<file path="src/rtl/io_hub_pkg.sv">
// Shared constants and types for the multi-port I/O hub and its UART serializer.
package io_hub_pkg;

    localparam int unsigned IO_LED_BIT       = 0;
    localparam int unsigned IO_UART_DATA_BIT = 1;
    localparam int unsigned IO_UART_STAT_BIT = 2;
    localparam int unsigned IO_HALT_BIT      = 3;

    localparam int unsigned ST_BUSY      = 9;
    localparam int unsigned ST_IDLE      = 10;
    localparam int unsigned ST_OVF       = 11;
    localparam int unsigned ST_COUNT_LSB = 16;

    typedef enum logic [1:0] {
        IDLE  = 2'd0,
        START = 2'd1,
        DATA  = 2'd2,
        STOP  = 2'd3
    } ser_state_e;

endpackage

</file>
<file path="src/rtl/io_uart_hub_if.sv">
// CPU I/O write/read channels for all ports, one 32-bit lane per port.
interface io_uart_hub_if #(
    parameter int unsigned NPORTS = 2
);
    logic [NPORTS-1:0]    io_wr;
    logic [32*NPORTS-1:0] io_addr;
    logic [32*NPORTS-1:0] io_wdata;
    logic [32*NPORTS-1:0] io_rdata;

    modport master (
        output io_wr,
        output io_addr,
        output io_wdata,
        input  io_rdata
    );

    modport slave (
        input  io_wr,
        input  io_addr,
        input  io_wdata,
        output io_rdata
    );
endinterface

</file>
<file path="src/rtl/uart_tx_ser.sv">
// 8N1 UART serializer: accepts a byte when idle, holds each bit for DIV cycles.
module uart_tx_ser
    import io_hub_pkg::*;
#(
    parameter int unsigned DIV = 434
) (
    input  logic       clk,
    input  logic       reset,
    input  logic       in_valid,
    input  logic [7:0] in_data,
    output logic       in_ready_c,
    output logic       tx
);

    localparam int unsigned TW = $clog2(DIV);

    ser_state_e    state_q, state_d;
    logic [TW-1:0] tmr_q, tmr_d;
    logic [2:0]    bit_q, bit_d;
    logic [7:0]    shf_q, shf_d;
    logic          tx_d;
    logic          tmr_end_c;

    assign tmr_end_c = (tmr_q == TW'(DIV - 1));

    always_ff @(posedge clk) begin
        if (reset) begin
            state_q <= IDLE;
            tmr_q   <= '0;
            bit_q   <= '0;
            shf_q   <= '0;
            tx      <= 1'b1;
        end else begin
            state_q <= state_d;
            tmr_q   <= tmr_d;
            bit_q   <= bit_d;
            shf_q   <= shf_d;
            tx      <= tx_d;
        end
    end

    always_comb begin
        state_d    = state_q;
        tmr_d      = tmr_q + TW'(1);
        bit_d      = bit_q;
        shf_d      = shf_q;
        tx_d       = tx;
        in_ready_c = 1'b0;
        case (state_q)
            IDLE: begin
                in_ready_c = 1'b1;
                tmr_d      = '0;
                if (in_valid) begin
                    shf_d   = in_data;
                    bit_d   = '0;
                    tx_d    = 1'b0;
                    state_d = START;
                end
            end
            START: begin
                if (tmr_end_c) begin
                    tmr_d   = '0;
                    tx_d    = shf_q[0];
                    state_d = DATA;
                end
            end
            DATA: begin
                // shift register always presents the current bit at [0]
                if (tmr_end_c) begin
                    tmr_d = '0;
                    if (bit_q == 3'd7) begin
                        tx_d    = 1'b1;
                        state_d = STOP;
                    end else begin
                        shf_d = shf_q >> 1;
                        tx_d  = shf_q[1];
                        bit_d = bit_q + 3'd1;
                    end
                end
            end
            STOP: begin
                if (tmr_end_c) begin
                    tmr_d   = '0;
                    state_d = IDLE;
                end
            end
            default: state_d = IDLE;
        endcase
    end

endmodule

</file>
<file path="src/rtl/io_uart_hub.sv">
// Merges NPORTS CPU I/O channels into LED/halt registers and a shared buffered UART TX.
module io_uart_hub
    import io_hub_pkg::*;
#(
    parameter int unsigned NPORTS      = 2,
    parameter int unsigned FIFO_DEPTH  = 16,
    parameter int unsigned CLK_FREQ_HZ = 50000000,
    parameter int unsigned BAUD_RATE   = 115200
) (
    input  logic          clk,
    input  logic          reset,
    io_uart_hub_if.slave  bus,
    output logic [7:0]    leds,
    output logic          halt,
    output logic          uart_tx
);

    localparam int unsigned DIV   = CLK_FREQ_HZ / BAUD_RATE;
    localparam int unsigned PTR_W = (NPORTS > 1) ? $clog2(NPORTS) : 1;
    localparam int unsigned AW    = $clog2(FIFO_DEPTH);
    localparam int unsigned CNT_W = AW + 1;

    logic [NPORTS-1:0] sel_led_c, sel_data_c, sel_stat_c, sel_halt_c;
    logic [NPORTS-1:0] wr_data_c, wr_stat_c, accept_c;
    logic [NPORTS-1:0] pend_vld, ovf;
    logic [7:0]        pend_data [NPORTS];
    logic [PTR_W-1:0]  rr_ptr;
    logic              gnt_vld_c;
    logic [PTR_W-1:0]  gnt_idx_c;
    logic [NPORTS-1:0] gnt_oh_c;
    int unsigned       scan;

    logic [7:0]        fifo_mem [FIFO_DEPTH];
    logic [AW-1:0]     wr_ptr, rd_ptr;
    logic [CNT_W-1:0]  fifo_cnt;
    logic              fifo_full_c, fifo_nempty_c, push_c, pop_c;
    logic              ser_ready_c, tx_idle_c;
    logic [7:0]        led_d_c;
    logic              led_we_c;
    logic              unused_c;

    // Per-port word decode; address bits outside [5:2] and data above [7:0] are don't-care
    always_comb begin
        unused_c = 1'b0;
        for (int i = 0; i < int'(NPORTS); i++) begin
            sel_led_c[i]  = bus.io_addr[32*i + 2 + IO_LED_BIT];
            sel_data_c[i] = bus.io_addr[32*i + 2 + IO_UART_DATA_BIT];
            sel_stat_c[i] = bus.io_addr[32*i + 2 + IO_UART_STAT_BIT];
            sel_halt_c[i] = bus.io_addr[32*i + 2 + IO_HALT_BIT];
            unused_c ^= ^{bus.io_addr[32*i + 6 +: 26], bus.io_addr[32*i +: 2],
                          bus.io_wdata[32*i + 8 +: 24]};
        end
    end

    assign wr_data_c = bus.io_wr & sel_data_c;
    assign wr_stat_c = bus.io_wr & sel_stat_c;
    assign accept_c  = wr_data_c & (~pend_vld | gnt_oh_c);

    // Round-robin: first occupied slot at or after rr_ptr, only while the FIFO has room
    always_comb begin
        gnt_vld_c = 1'b0;
        gnt_idx_c = '0;
        gnt_oh_c  = '0;
        scan      = 0;
        if (!fifo_full_c) begin
            for (int unsigned k = 0; k < NPORTS; k++) begin
                scan = 32'(rr_ptr) + k;
                if (scan >= NPORTS) scan = scan - NPORTS;
                if (!gnt_vld_c && pend_vld[PTR_W'(scan)]) begin
                    gnt_vld_c = 1'b1;
                    gnt_idx_c = PTR_W'(scan);
                end
            end
        end
        gnt_oh_c[gnt_idx_c] = gnt_vld_c;
    end

    always_ff @(posedge clk) begin
        if (reset) begin
            pend_vld <= '0;
            ovf      <= '0;
            rr_ptr   <= '0;
        end else begin
            for (int i = 0; i < int'(NPORTS); i++) begin
                if (accept_c[i])      pend_vld[i] <= 1'b1;
                else if (gnt_oh_c[i]) pend_vld[i] <= 1'b0;
                // a dropped write sets the flag even if software clears it this cycle
                if (wr_data_c[i] && !accept_c[i]) ovf[i] <= 1'b1;
                else if (wr_stat_c[i])             ovf[i] <= 1'b0;
            end
            if (gnt_vld_c)
                rr_ptr <= (gnt_idx_c == PTR_W'(NPORTS - 1)) ? '0 : gnt_idx_c + PTR_W'(1);
        end
    end

    always_ff @(posedge clk) begin
        for (int i = 0; i < int'(NPORTS); i++)
            if (accept_c[i]) pend_data[i] <= bus.io_wdata[32*i +: 8];
    end

    // TX FIFO
    assign fifo_full_c   = (fifo_cnt == CNT_W'(FIFO_DEPTH));
    assign fifo_nempty_c = (fifo_cnt != '0);
    assign push_c        = gnt_vld_c;
    assign pop_c         = ser_ready_c && fifo_nempty_c;

    always_ff @(posedge clk) begin
        if (reset) begin
            wr_ptr   <= '0;
            rd_ptr   <= '0;
            fifo_cnt <= '0;
        end else begin
            if (push_c) wr_ptr <= wr_ptr + AW'(1);
            if (pop_c)  rd_ptr <= rd_ptr + AW'(1);
            case ({push_c, pop_c})
                2'b10:   fifo_cnt <= fifo_cnt + CNT_W'(1);
                2'b01:   fifo_cnt <= fifo_cnt - CNT_W'(1);
                default: fifo_cnt <= fifo_cnt;
            endcase
        end
    end

    always_ff @(posedge clk) begin
        if (push_c) fifo_mem[wr_ptr] <= pend_data[gnt_idx_c];
    end

    uart_tx_ser #(
        .DIV (DIV)
    ) u_ser (
        .clk        (clk),
        .reset      (reset),
        .in_valid   (fifo_nempty_c),
        .in_data    (fifo_mem[rd_ptr]),
        .in_ready_c (ser_ready_c),
        .tx         (uart_tx)
    );

    // LED: lowest-indexed writer wins, so scan high to low
    always_comb begin
        led_d_c  = leds;
        led_we_c = 1'b0;
        for (int i = int'(NPORTS) - 1; i >= 0; i--) begin
            if (bus.io_wr[i] && sel_led_c[i]) begin
                led_d_c  = bus.io_wdata[32*i +: 8];
                led_we_c = 1'b1;
            end
        end
    end

    always_ff @(posedge clk) begin
        if (reset) begin
            leds <= '0;
            halt <= 1'b0;
        end else begin
            if (led_we_c) leds <= led_d_c;
            if (|(bus.io_wr & sel_halt_c)) halt <= 1'b1;
        end
    end

    assign tx_idle_c = !fifo_nempty_c && !(|pend_vld) && ser_ready_c;

    // Status word; every non-status read returns zero
    always_comb begin
        logic [31:0] st;
        bus.io_rdata = '0;
        st           = '0;
        for (int i = 0; i < int'(NPORTS); i++) begin
            st                         = '0;
            st[ST_BUSY]                = pend_vld[i] | fifo_full_c;
            st[ST_IDLE]                = tx_idle_c;
            st[ST_OVF]                 = ovf[i];
            st[ST_COUNT_LSB +: CNT_W]  = fifo_cnt;
            if (sel_stat_c[i]) bus.io_rdata[32*i +: 32] = st;
        end
    end

endmodule

</file>
<file path="src/flat_wrapper.sv">
// flat-port wrapper written by rule: the top's interface ports become plain ports
module io_uart_hub_flat import io_hub_pkg::*;
#(
    parameter int unsigned NPORTS      = 2,
    parameter int unsigned FIFO_DEPTH  = 16,
    parameter int unsigned CLK_FREQ_HZ = 50000000,
    parameter int unsigned BAUD_RATE   = 115200
)
  (clk, reset, leds, halt, uart_tx, bus_io_wr, bus_io_addr, bus_io_wdata, bus_io_rdata);
  io_uart_hub_if #(.NPORTS(NPORTS)) bus_i ();
  input  logic clk;
  input  logic reset;
  output logic [7:0] leds;
  output logic halt;
  output logic uart_tx;
  input wire logic [$bits(bus_i.io_wr)-1:0] bus_io_wr;
  input wire logic [$bits(bus_i.io_addr)-1:0] bus_io_addr;
  input wire logic [$bits(bus_i.io_wdata)-1:0] bus_io_wdata;
  output wire logic [$bits(bus_i.io_rdata)-1:0] bus_io_rdata;
  assign bus_i.io_wr = bus_io_wr;
  assign bus_i.io_addr = bus_io_addr;
  assign bus_i.io_wdata = bus_io_wdata;
  assign bus_io_rdata = bus_i.io_rdata;
  io_uart_hub #(.NPORTS(NPORTS), .FIFO_DEPTH(FIFO_DEPTH), .CLK_FREQ_HZ(CLK_FREQ_HZ), .BAUD_RATE(BAUD_RATE)) u_core (.clk(clk), .reset(reset), .bus(bus_i), .leds(leds), .halt(halt), .uart_tx(uart_tx));
endmodule
</file>
<file path="config.mk">
export PLATFORM = sky130hd
export DESIGN_NAME = io_uart_hub_flat
export DESIGN_NICKNAME = d
export VERILOG_FILES = /design/src/rtl/io_hub_pkg.sv /design/src/rtl/io_uart_hub_if.sv /design/src/rtl/uart_tx_ser.sv /design/src/rtl/io_uart_hub.sv /design/src/flat_wrapper.sv
export SDC_FILE = /design/constraint.sdc
export NUM_CORES = 1
export LEC_CHECK = 0
export BUFFER_PORTS_ARGS = -buffer_cell sky130_fd_sc_hd__buf_2
export CELL_PAD_IN_SITES_DETAIL_PLACEMENT = 0
export CELL_PAD_IN_SITES_GLOBAL_PLACEMENT = 1
export CORE_ASPECT_RATIO = 1.5
export CORE_MARGIN = 3
export CORE_UTILIZATION = 43
export CTS_CLUSTER_SIZE = 24
export DETAILED_ROUTE_END_ITERATION = 7
export PLACE_DENSITY = 0.81
export RECOVER_POWER = 50
export SYNTH_ARGS = -nofsm -noshare
export SYNTH_HDL_FRONTEND = slang
export SYNTH_SLANG_ARGS = --single-unit
</file>
<file path="constraint.sdc">
create_clock -name clk -period 3.75 [get_ports clk]
set_input_delay 0.5625 -clock clk [delete_from_list [all_inputs] [get_ports clk]]
set_output_delay 0.5625 -clock clk [all_outputs]
set_load 0.05 [all_outputs]
</file>
* After elaboration in Yosys (flattened, before gate mapping)
Memory sizes are Yosys's and may differ from the RTL's. A register that Yosys moved wholly into a read port is not among the register bits. Cells that the tools add are included. W data, S select, Z words.
Storage, ports and cells: register bits after elaboration 50, latch bits 0, RAM bits 144, bits in read-only memories 0, bits of input ports 132, output and inout bits 74, word-level logic and storage cells 150, memories 2
Cells by class: add/subtract/negate cells 10, multiply operators 0, div/mod/pow operators 0, $lt $le $gt $ge 6, equality and inequality tests 14, shift-type cells 0, multiplexer cells 63, bitwise logic cells 9, reduce and logical (&&, ||, !) cells 31
Memory list:
- u_core.fifo_mem | words 16, width 8, rd ports 1, clocked after memory_dff 1, write ports 1, line io_uart_hub.sv:33 | logic [7:0] fifo_mem [FIFO_DEPTH];
- u_core.pend_data | words 2, width 8, rd ports 1, clocked after memory_dff 0, write ports 2, line io_uart_hub.sv:26 | logic [7:0] pend_data [NPORTS];
Operators by type and width (number):
- $mux W21 | 2
- $mux W8 | 5
- $mux W1 | 38
- $pmux W9 S2 | 1
- $pmux W8 S2 | 1
- $reduce_bool A2 Y1 | 7
- $and A2 B2 Y2 | 5
- $mux W2 | 5
- $ne A2 B2 Y1 const B | 5
- $pmux W5 S2 | 1
- $add A9 B1 Y9 const B | 1
- $eq A9 B9 Y1 const B | 1
- $logic_and A1 B1 Y1 | 9
- $mux W3 | 3
- $mux W9 | 1
- $add A4 B1 Y4 const B | 2
- $mux W4 | 2
- $pmux W2 S4 | 1
- $reduce_and A4 Y1 | 2
- $eq A2 B2 Y1 const B | 3
- $lt A1 B2 Y1 const B | 3
- $pmux W3 S2 | 1
- $add A5 B1 Y5 const B | 1
- $eq A5 B5 Y1 const B | 1
- other kinds (24) | 32

* Depth between registers and ports, before layout
Gate-level depths: netlist of run 1.
word-level depth 21, depth in mapped cells 13, depth with buffers taken out 12

* Modules after synthesis
A second synthesis of run 1 with hierarchy kept.
Second synthesis, totals: cell total of the unflattened synthesis 617, area total of the unflattened synthesis 8745.9 um2
Modules (own cells, without submodules):
- io_uart_hub | instances 1, cells an instance 490, area an instance 7512.2 um2, seq. area each 4944.7 um2
- uart_tx_ser | instances 1, cells an instance 127, area an instance 1233.7 um2, seq. area each 460.4 um2

* Least setup slack after synthesis of run 1
No wires, ideal clock.
path type register -> register, start reg u_core.fifo_cnt[1], end reg u_core.fifo_cnt[4], library setup time 0.128 ns, arrival 2.929 ns, required time 3.622 ns, setup slack 0.694 ns, cell stages (with the launch flop) 14, buffers on the path 2, period minus slack after synthesis 3.056 ns, cell sequence dfxtp_1 -> buf_6 -> or4_4 -> o21ai_0 -> inv_1 -> ha_1 -> clkbuf_1 -> xor2_1 -> ha_1 -> or3b_2 -> a21oi_1 -> o21ai_0 -> xor2_1 -> nor2_1
Between the ends: longest elaborated chain between the ends 4, elaborated cells on any way between the ends 10, classes of those cells add/sub: 2; eq/ne: 3; mux: 2; reduce/logical: 3
Ends and longest elaborated chain:
- start, declared | line io_uart_hub.sv:35 | logic [CNT_W-1:0] fifo_cnt;
- start signal, assigned | line io_uart_hub.sv:116 | 2'b10: fifo_cnt <= fifo_cnt + CNT_W'(1);
- start signal, assigned | line io_uart_hub.sv:117 | 2'b01: fifo_cnt <= fifo_cnt - CNT_W'(1);
- start signal, assigned | line io_uart_hub.sv:118 | default: fifo_cnt <= fifo_cnt;
- $eq A5 B5 Y1 or $reduce_bool A5 Y1 (tied branches) | line io_uart_hub.sv:102, io_uart_hub.sv:103
- $mux W1 or $logic_and A1 B1 Y1 (tied branches) | line io_uart_hub.sv:65, io_uart_hub.sv:105
- $eq A2 B1 Y1 or $eq A2 B2 Y1 (tied branches) | line io_uart_hub.sv:115 | case ({push_c, pop_c})
- $pmux W5 S2 or $reduce_bool A2 Y1 (tied branches)
Parallel ways exist; a longest one is shown, timed or not. A chain may end at the register's enable or synchronous reset.

* Worst setup path after layout of run 1
Same ends and word-level chain as after synthesis.

==> impl_metrics.tcl, run 1 <==
set metrics [dict create \
    finalMaxSlewViolations 0 \
    synth_simple_gate_area_share_pct 10.09 \
    final_antenna_net_count 0 \
    number_of_buffers_inserted_by_port_buffering 53 \
    synth_mux_area_share_pct 9.033 \
    power_report.internal_total_mw 4.145 \
    design.die.area_mm2 0.02197 \
    p_sw_mw 2.301 \
    cp_max_fanout 10 \
    grt_usage_pct 16.56 \
    synthFlopType "sky130_fd_sc_hd__edfxtp_1" \
    drt_iter0_drc 349 \
    routedWlPerCell_um 18.06 \
    cts-resized-gates 0 \
    cts_tree "yes" \
    cts-buffers-inserted 17 \
    worst_hold_slack_across_all_endpoints_ns 0.3112 \
    syn_area_per_cell_um2 13.61 \
    yosys.cell_types.count 56 \
    hp-start "bus_io_wdata[34]" \
    setup_tns_final_ns 0 \
    synthToLayoutAreaGrowth_pct 9.307 \
    timing_worst_slew_pin_value_ns 1.377 \
    final-instance-count-excl-fill 961 \
    arr_time_crit_path_ns 3.65 \
    detailed_place_hpwl_mm 12.08 \
    power.combinational.fraction_pct 30.0 \
    routed-via-count 5121 \
    finish.instance_area_mm2 0.009493 \
    fraction_of_final_layout_cells_with_drive_strength_greater_than_1_pct 14.27 \
    gpl.final_weighted_congestion 0.7790 \
    grt_pass1_vias 5165 \
    post_cts_hold_buffer_count 0 \
    crit-reg2reg-launch "u_core.fifo_cnt[1]$_SDFFE_PP0P_" \
    cts.root.buffer_cell "sky130_fd_sc_hd__clkbuf_16" \
    ff2ff_setup_slack_ns 0.39 \
    p_clk_share_pct 28.2 \
    synth-edff-count 144 \
    power.static_leakage_nw 3.228 \
    worst_setup_path_start_kind "flop" \
    timing.setup.critical_path_class "flop to flop" \
    power.total_mw 6.446 \
    class_of_the_most_critical_hold_timing_path "input port to flop" \
    timing.final.setup_violations 0 \
    reg2reg_to "u_core.fifo_cnt[4]$_SDFFE_PP0P_" \
    cap_violations 0 \
    postRouteWirelength_mm 17.36 \
    max-vdd-ir-drop_uv 374.7 \
    ys_warn_count 0 \
    die_h_um 180.1 \
    synth_fa_ha_area_share_pct 2.449 \
    wire_length_of_the_first_global_routing_pass_mm 28.10 \
    finClkSkew_ns 0.01046 \
    cellPowerDensity_mw_per_mm2 679.1 \
    die_x_um 122.0 \
    worst_hold_path.num_cells 1 \
    sw_frac_of_total_pct 35.69 \
    run_status "finished, final reports clean" \
    synthCells 638 \
    dpl-instance-area_mm2 0.008955 \
    synth-xor-area-share_pct 1.714 \
    final_min_period_over_clock_period_pct 89.57 \
    std_cell_rows 63 \
    slew-limit-headroom_pct 7.628 \
    largest_family_of_logic_cells_by_synthesized_area "simple AND/OR/NAND/NOR gates" \
    globalRouteOverflowTotal 0 \
    yosys_register_bits 198 \
    nNetsFinal 837 \
    ys_top_cells_by_area "sky130_fd_sc_hd__edfxtp_1, sky130_fd_sc_hd__dfxtp_1, sky130_fd_sc_hd__mux4_2, sky130_fd_sc_hd__buf_4, sky130_fd_sc_hd__nor2_1" \
    drt_pre_antenna_iters 4 \
    largest_net_degree_at_the_start_of_global_routing 45 \
    synth_async_sr_flop_share_pct 0 \
    clock_sinks 198 \
    ctsLongestPathBuffers 2 \
    cts_setup_buffers 0 \
    layout.filler_cells 1724 \
    clk_latency_ns 0.44 \
    fmaxAchievable_ghz 0.2977 \
    worstRegToRegCells 11 \
    number_of_top_level_pins 206 \
    grt_setup_unrepaired "false" \
    initial_utilization_pct 43.89 \
    synth_seq_area_share_pct 62.24 \
    drt-vias-per-instance 5.329 \
    synth_compound_area_share_pct 7.448 \
    pwr-share-seq_pct 41.7 \
    antennaDiodeCount 0 \
    netlist.area_leader.share_pct 49.79 \
    drc 0 \
    antenna_found_initial 0 \
    critPathCaptureType "flop" \
    cp.required_ns 4.04 \
    netlist_area_before_placement_mm2 0.008685 \
    hold_viol 0 \
    period_minus_slack_ns 3.359 \
    core_mm2 0.01979 \
    min_to "u_core.pend_data[1][2]$_DFFE_PP_" \
    number_of_cells_after_detailed_placement 929 \
    synth_area_leader_cell "sky130_fd_sc_hd__edfxtp_1" \
    clk_transition_reported_paths_ns 0.08 \
    ctsHtreeMaxLevel 4 \
]
==> worst max-delay path: stages, from the launching register on <==
cell and delay [ns]:
sky130_fd_sc_hd__dfxtp_1 0.40, sky130_fd_sc_hd__or4_4 0.58, sky130_fd_sc_hd__o21ai_0 0.34, sky130_fd_sc_hd__inv_1 0.21, sky130_fd_sc_hd__ha_1 0.35, sky130_fd_sc_hd__xor2_1 0.19
sky130_fd_sc_hd__ha_1 0.25, sky130_fd_sc_hd__or3b_2 0.45, sky130_fd_sc_hd__a21oi_1 0.12, sky130_fd_sc_hd__o21ai_0 0.12, sky130_fd_sc_hd__xor2_1 0.15, sky130_fd_sc_hd__nor2_1 0.05
==> per-stage QoR <==
step | setup WS, ns | utilization (%)
2_1_floorplan | 0.6938 | -
3_5_place_dp | 0.4325 | 45.26
3_3_place_gp | 0.4880 | 45.26
4_1_cts | 0.4065 | 48.31
6_report | 0.3913 | 47.98
5_1_grt | 0.1153 | 47.98
==> routing by layer <==
| metal | wire length, um | GRT usage (%) |
|---|---|---|
| met1 | 6688 | 19.88 |
| met2 | 9336 | 28.76 |
| met3 | 1019 | 4.052 |
| met4 | 314 | 5.832 |
| met5 | 0 | 0 |
==> flip-flops by register name (all words and copies together), names as in the netlist, named ones only <==
signal	flops
u_core.fifo_cnt	5
u_core.fifo_mem	128
u_core.halt	1
u_core.leds	8
u_core.ovf	2
u_core.pend_data	16
u_core.pend_vld	2
u_core.rd_ptr	4
u_core.rr_ptr	1
u_core.u_ser.bit_q	3
u_core.u_ser.shf_q	8
u_core.u_ser.state_q	2
u_core.u_ser.tmr_q	9
u_core.u_ser.tx	1
u_core.wr_ptr	4
==> cells in the final DEF, fill, tap and decap left out, types with 6 or more instances in the layout <==
cell type                   Yosys  final
sky130_fd_sc_hd__edfxtp_1     144    144
sky130_fd_sc_hd__nor2_1        74     74
sky130_fd_sc_hd__dfxtp_1       54     53
sky130_fd_sc_hd__conb_1         1     48
sky130_fd_sc_hd__clkbuf_1      13     40
sky130_fd_sc_hd__nand2_1       35     35
sky130_fd_sc_hd__mux4_2        26     26
sky130_fd_sc_hd__a21oi_1       24     24
sky130_fd_sc_hd__nand3_1       20     20
sky130_fd_sc_hd__buf_2          5     19
sky130_fd_sc_hd__ha_1          17     17
sky130_fd_sc_hd__clkbuf_16      0     17
sky130_fd_sc_hd__nor2b_1       13     13
sky130_fd_sc_hd__o21ai_0       12     12
sky130_fd_sc_hd__xor2_1        11     11
sky130_fd_sc_hd__inv_1         10     10
sky130_fd_sc_hd__and2_1        10     10
sky130_fd_sc_hd__a311oi_1       9      9
sky130_fd_sc_hd__nor3_1         8      8
sky130_fd_sc_hd__mux2_2        15      8
sky130_fd_sc_hd__a22oi_1        8      8
sky130_fd_sc_hd__mux2_1         0      7
sky130_fd_sc_hd__a2111oi_0      7      7
sky130_fd_sc_hd__a221oi_1       7      7
sky130_fd_sc_hd__xnor2_1        6      6
sky130_fd_sc_hd__o31ai_1        6      6
==> Yosys cell counts (all sizes together) (2+ instances only) <==
| cell type | count |
|---|---|
| buf | 59 |
| and3 | 4 |
| nand3b | 2 |
| a22oi | 8 |
| clkbuf | 19 |
| a21o | 2 |
| ha | 17 |
| dfxtp | 54 |
| and2b | 2 |
| and2 | 12 |
| a221oi | 7 |
| a211oi | 2 |
| nand2 | 35 |
| xor2 | 11 |
| nor2 | 74 |
| a2111oi | 7 |
| mux2 | 15 |
| nand2b | 3 |
| xnor2 | 6 |
| mux2i | 3 |
| a32oi | 2 |
| nor3 | 8 |
| nand4 | 3 |
| edfxtp | 144 |
| a21boi | 2 |
| a311oi | 10 |
| nor2b | 13 |
| nand3 | 20 |
| mux4 | 26 |
| a21oi | 25 |
| o31ai | 6 |
| inv | 10 |
| o21ai | 12 |
| a31oi | 2 |
==> cell type report <==
cell class / instances / area, um2 / area share [%]
clock buffer: 18 / 429.2 / 4.521
inverter: 11 / 41.29 / 0.4350
sequential: 198 / 5406 / 56.95
timing repair buffer: 62 / 271.5 / 2.860
tap: 260 / 325.3 / 3.427
clock inverter: 14 / 175.2 / 1.845
multi-input combinational: 398 / 2844 / 29.96
==> worst max-delay path by stage <==
stage / startpoint / to / slack, ns / depth (start not counted)
6_report: u_core.fifo_cnt[1]$_SDFFE_PP0P_ / u_core.fifo_cnt[4]$_SDFFE_PP0P_ / 0.39 / 11
5_1_grt: u_core.fifo_cnt[1]$_SDFFE_PP0P_ / u_core.fifo_cnt[4]$_SDFFE_PP0P_ / 0.12 / 11
4_1_cts: u_core.fifo_cnt[0]$_SDFFE_PP0P_ / u_core.fifo_cnt[4]$_SDFFE_PP0P_ / 0.41 / 11
3_5_place_dp: u_core.fifo_cnt[0]$_SDFFE_PP0P_ / u_core.fifo_cnt[4]$_SDFFE_PP0P_ / 0.43 / 11
3_3_place_gp: u_core.fifo_cnt[0]$_SDFFE_PP0P_ / u_core.fifo_cnt[4]$_SDFFE_PP0P_ / 0.49 / 11
2_1_floorplan: u_core.fifo_cnt[1]$_SDFFE_PP0P_ / u_core.fifo_cnt[4]$_SDFFE_PP0P_ / 0.69 / 13
==> cell families (layout without fill, tap and decap cells) <==
kind of cell    Yosys count  count (layout)
flops                   198             198
simple gates            184             184
buf+inv                  89             105
compound gates           88              88
mux                      44              44
fa+ha+maj                17              17
xor+xnor                 17              17
other cells               1              48
==> power by group through the flow <==
stage	logic [mW]	registers, mW	clock network (mW)
3_5_place_dp	1.96	2.74	0
6_report	1.94	2.69	1.82
2_1_floorplan	1.67	2.68	0
5_1_grt	2.12	2.72	1.94
3_3_place_gp	1.92	2.73	0
4_1_cts	1.97	2.69	1.84
No activity file was read; power rests on OpenSTA's default activity.
==> run 2: changes to the inputs <==
CORE_UTILIZATION = 40   (was 43)
PLACE_DENSITY = 0.76   (was 0.81)
REMOVE_ABC_BUFFERS = 1   (was default)
==> impl_metrics.tcl, run 2 (synthesis gave the netlist of run 1 again) <==
set metrics [dict create \
    wire_length_of_the_first_global_routing_pass_mm 27.69 \
    drt_pre_antenna_iters 4 \
    timing.critical_path.buf_inv 1 \
    detailed_place_hpwl_mm 11.96 \
    finalWorstSetupSlack_ns 0.3474 \
    cts-buffers-inserted 17 \
    setup_tns_final_ns 0 \
    cts.root.buffer_cell "sky130_fd_sc_hd__clkbuf_16" \
    mostFrequentLayoutCells "sky130_fd_sc_hd__edfxtp_1, sky130_fd_sc_hd__nor2_1, sky130_fd_sc_hd__dfxtp_1, sky130_fd_sc_hd__conb_1, sky130_fd_sc_hd__clkbuf_1" \
    slew-limit-headroom_pct -39.57 \
    fmaxAchievable_ghz 0.2939 \
    largest_net_degree_at_the_start_of_global_routing 45 \
    post_cts_hold_buffer_count 0 \
    hold_viol 0 \
    core_mm2 0.02123 \
    finalMaxSlewViolations 45 \
    timing.critical_path.cells "or4_4 -> o21ai_0 -> inv_1 -> ha_1 -> xor2_1 -> ha_1 -> or3b_2 -> a21oi_1 -> o21ai_0 -> xor2_1 -> nor2_1" \
    cap_violations 1 \
    ctsHtreeMaxLevel 4 \
    std_cell_rows 65 \
    grt_usage_pct 14.87 \
    grt_pass1_vias 5255 \
    antenna_found_initial 0 \
    cts_setup_buffers 0 \
    register_bank_with_the_most_flops "u_core.fifo_mem" \
    drt-vias-per-instance 5.243 \
    final-instance-count-excl-fill 970 \
    timing.critical_path.slowest_stage_cell "sky130_fd_sc_hd__or4_4" \
    fraction_of_final_layout_cells_with_drive_strength_greater_than_1_pct 14.25 \
    die_h_um 186.5 \
    timing_worst_slew_pin_value_ns 2.094 \
    initial_utilization_pct 40.91 \
    violations_in_the_final_reports "max-capacitance violations, max-slew violations" \
    critPathCaptureType "flop" \
    max-vdd-ir-drop_uv 315.1 \
    clk_transition_reported_paths_ns 0.08 \
    gpl.final_weighted_congestion 0.7889 \
    clock_sinks 198 \
    drc 0 \
    timing.setup.critical_path_class "flop to flop" \
    worst_hold_slack_across_all_endpoints_ns 0.3153 \
    routedWlPerCell_um 17.74 \
    cp.required_ns 3.98 \
    globalRouteOverflowTotal 0 \
    design.die.area_mm2 0.02355 \
    largest_reg_flops 128 \
    max_stage_delay_ns 0.59 \
    preCtsSetupSlack_ns 0.4183 \
    number_of_buffers_inserted_by_port_buffering 53 \
    cellPowerDensity_mw_per_mm2 682.9 \
    mostFrequentLayoutCell "sky130_fd_sc_hd__edfxtp_1" \
    number_of_top_level_pins 206 \
    arr_time_crit_path_ns 3.64 \
    timing.critical_path.max_delay_family "simple AND/OR/NAND/NOR gates" \
    clk_latency_ns 0.43 \
    period_minus_slack_ns 3.403 \
    cts_tree "yes" \
    synthToLayoutAreaGrowth_pct 9.451 \
    routed-via-count 5086 \
    timing.final.setup_violations 0 \
    power.static_leakage_nw 3.222 \
    nNetsFinal 838 \
    cts-resized-gates 0 \
    antennaDiodeCount 0 \
    worst_setup_path_start_kind "flop" \
    postRouteWirelength_mm 17.21 \
    drt_iter0_drc 319 \
    core_occupancy_in_the_finished_layout_pct 44.78 \
    class_of_the_most_critical_hold_timing_path "input port to flop" \
    final_antenna_net_count 0 \
    number_of_cells_after_detailed_placement 938 \
    run_status "finished with violations" \
    reg.largest.list "u_core.fifo_mem (128), u_core.pend_data (16), u_core.u_ser.tmr_q (9)" \
    die_x_um 126.3 \
    grt_setup_unrepaired "false" \
    ctsLongestPathBuffers 2 \
    cp_max_fanout 10 \
    finClkSkew_ns 0.01084 \
    final_min_period_over_clock_period_pct 90.74 \
]
==> run 2: cell count changes in the layout (fill, tap and decap cells not counted), sizes merged <==
cell and change:
clkbuf +2, buf -1, clkinvlp +3, bufinv +2, inv -3, clkinv -2
==> run 2: final cells by class <==
| class | count | area, um2 |
|---|---|---|
| Fill cell | 1878 | 11720 |
| Sequential cell | 198 | 5406 |
| Multi-Input combinational cell | 398 | 2844 |
| Clock buffer | 18 | 439.2 |
| Tap cell | 268 | 335.3 |
| Timing Repair Buffer | 63 | 276.5 |
| Clock inverter | 14 | 162.7 |
| Inverter | 11 | 41.29 |
==> run 2: metrics by stage <==
step                      cell area (um2)  power (mW)
after floorplan                      8295       4.211
after global placement               8972       4.641
after detailed placement             8972       4.722
after CTS                            9574       6.557
after global routing                 9505       6.836
final                                9505       6.491
==> run 2: where the power goes <==
part,total [mW],switching (mW),internal (mW)
Clock,1.85,0.828,1.02
Sequential,2.69,0.172,2.52
Combinational,1.95,1.23,0.719
==> run 2: worst reg2reg max path, stage by stage, from the launching register on <==
cell and delay, ns:
sky130_fd_sc_hd__dfxtp_1 0.42, sky130_fd_sc_hd__or4_4 0.59, sky130_fd_sc_hd__o21ai_0 0.33, sky130_fd_sc_hd__inv_1 0.21
sky130_fd_sc_hd__ha_1 0.35, sky130_fd_sc_hd__xor2_1 0.18, sky130_fd_sc_hd__ha_1 0.25, sky130_fd_sc_hd__or3b_2 0.45
sky130_fd_sc_hd__a21oi_1 0.13, sky130_fd_sc_hd__o21ai_0 0.10, sky130_fd_sc_hd__xor2_1 0.14, sky130_fd_sc_hd__nor2_1 0.05
==> run 2: path summary, 6_finish.rpt <==
| path | startpoint | end | slack, ns | depth (start not counted) |
|---|---|---|---|---|
| min reg2reg | u_core.u_ser.bit_q[2]$_SDFFE_PP0P_ | u_core.u_ser.bit_q[2]$_SDFFE_PP0P_ | 0.47 | 2 |
| max reg2reg | u_core.fifo_cnt[1]$_SDFFE_PP0P_ | u_core.fifo_cnt[4]$_SDFFE_PP0P_ | 0.35 | 11 |
| max | u_core.fifo_cnt[1]$_SDFFE_PP0P_ | u_core.fifo_cnt[4]$_SDFFE_PP0P_ | 0.35 | 11 |
| min | bus_io_wdata[6] | u_core.pend_data[0][6]$_DFFE_PP_ | 0.32 | 1 |
==> run 2: metal layers <==
metal	vias up	track usage, %	wire length [um]
met5	-	0	0
met4	0	5.367	389
met3	25	2.377	645
met2	151	28.19	9633
met1	2533	16.52	6542
li1	2377	-	-
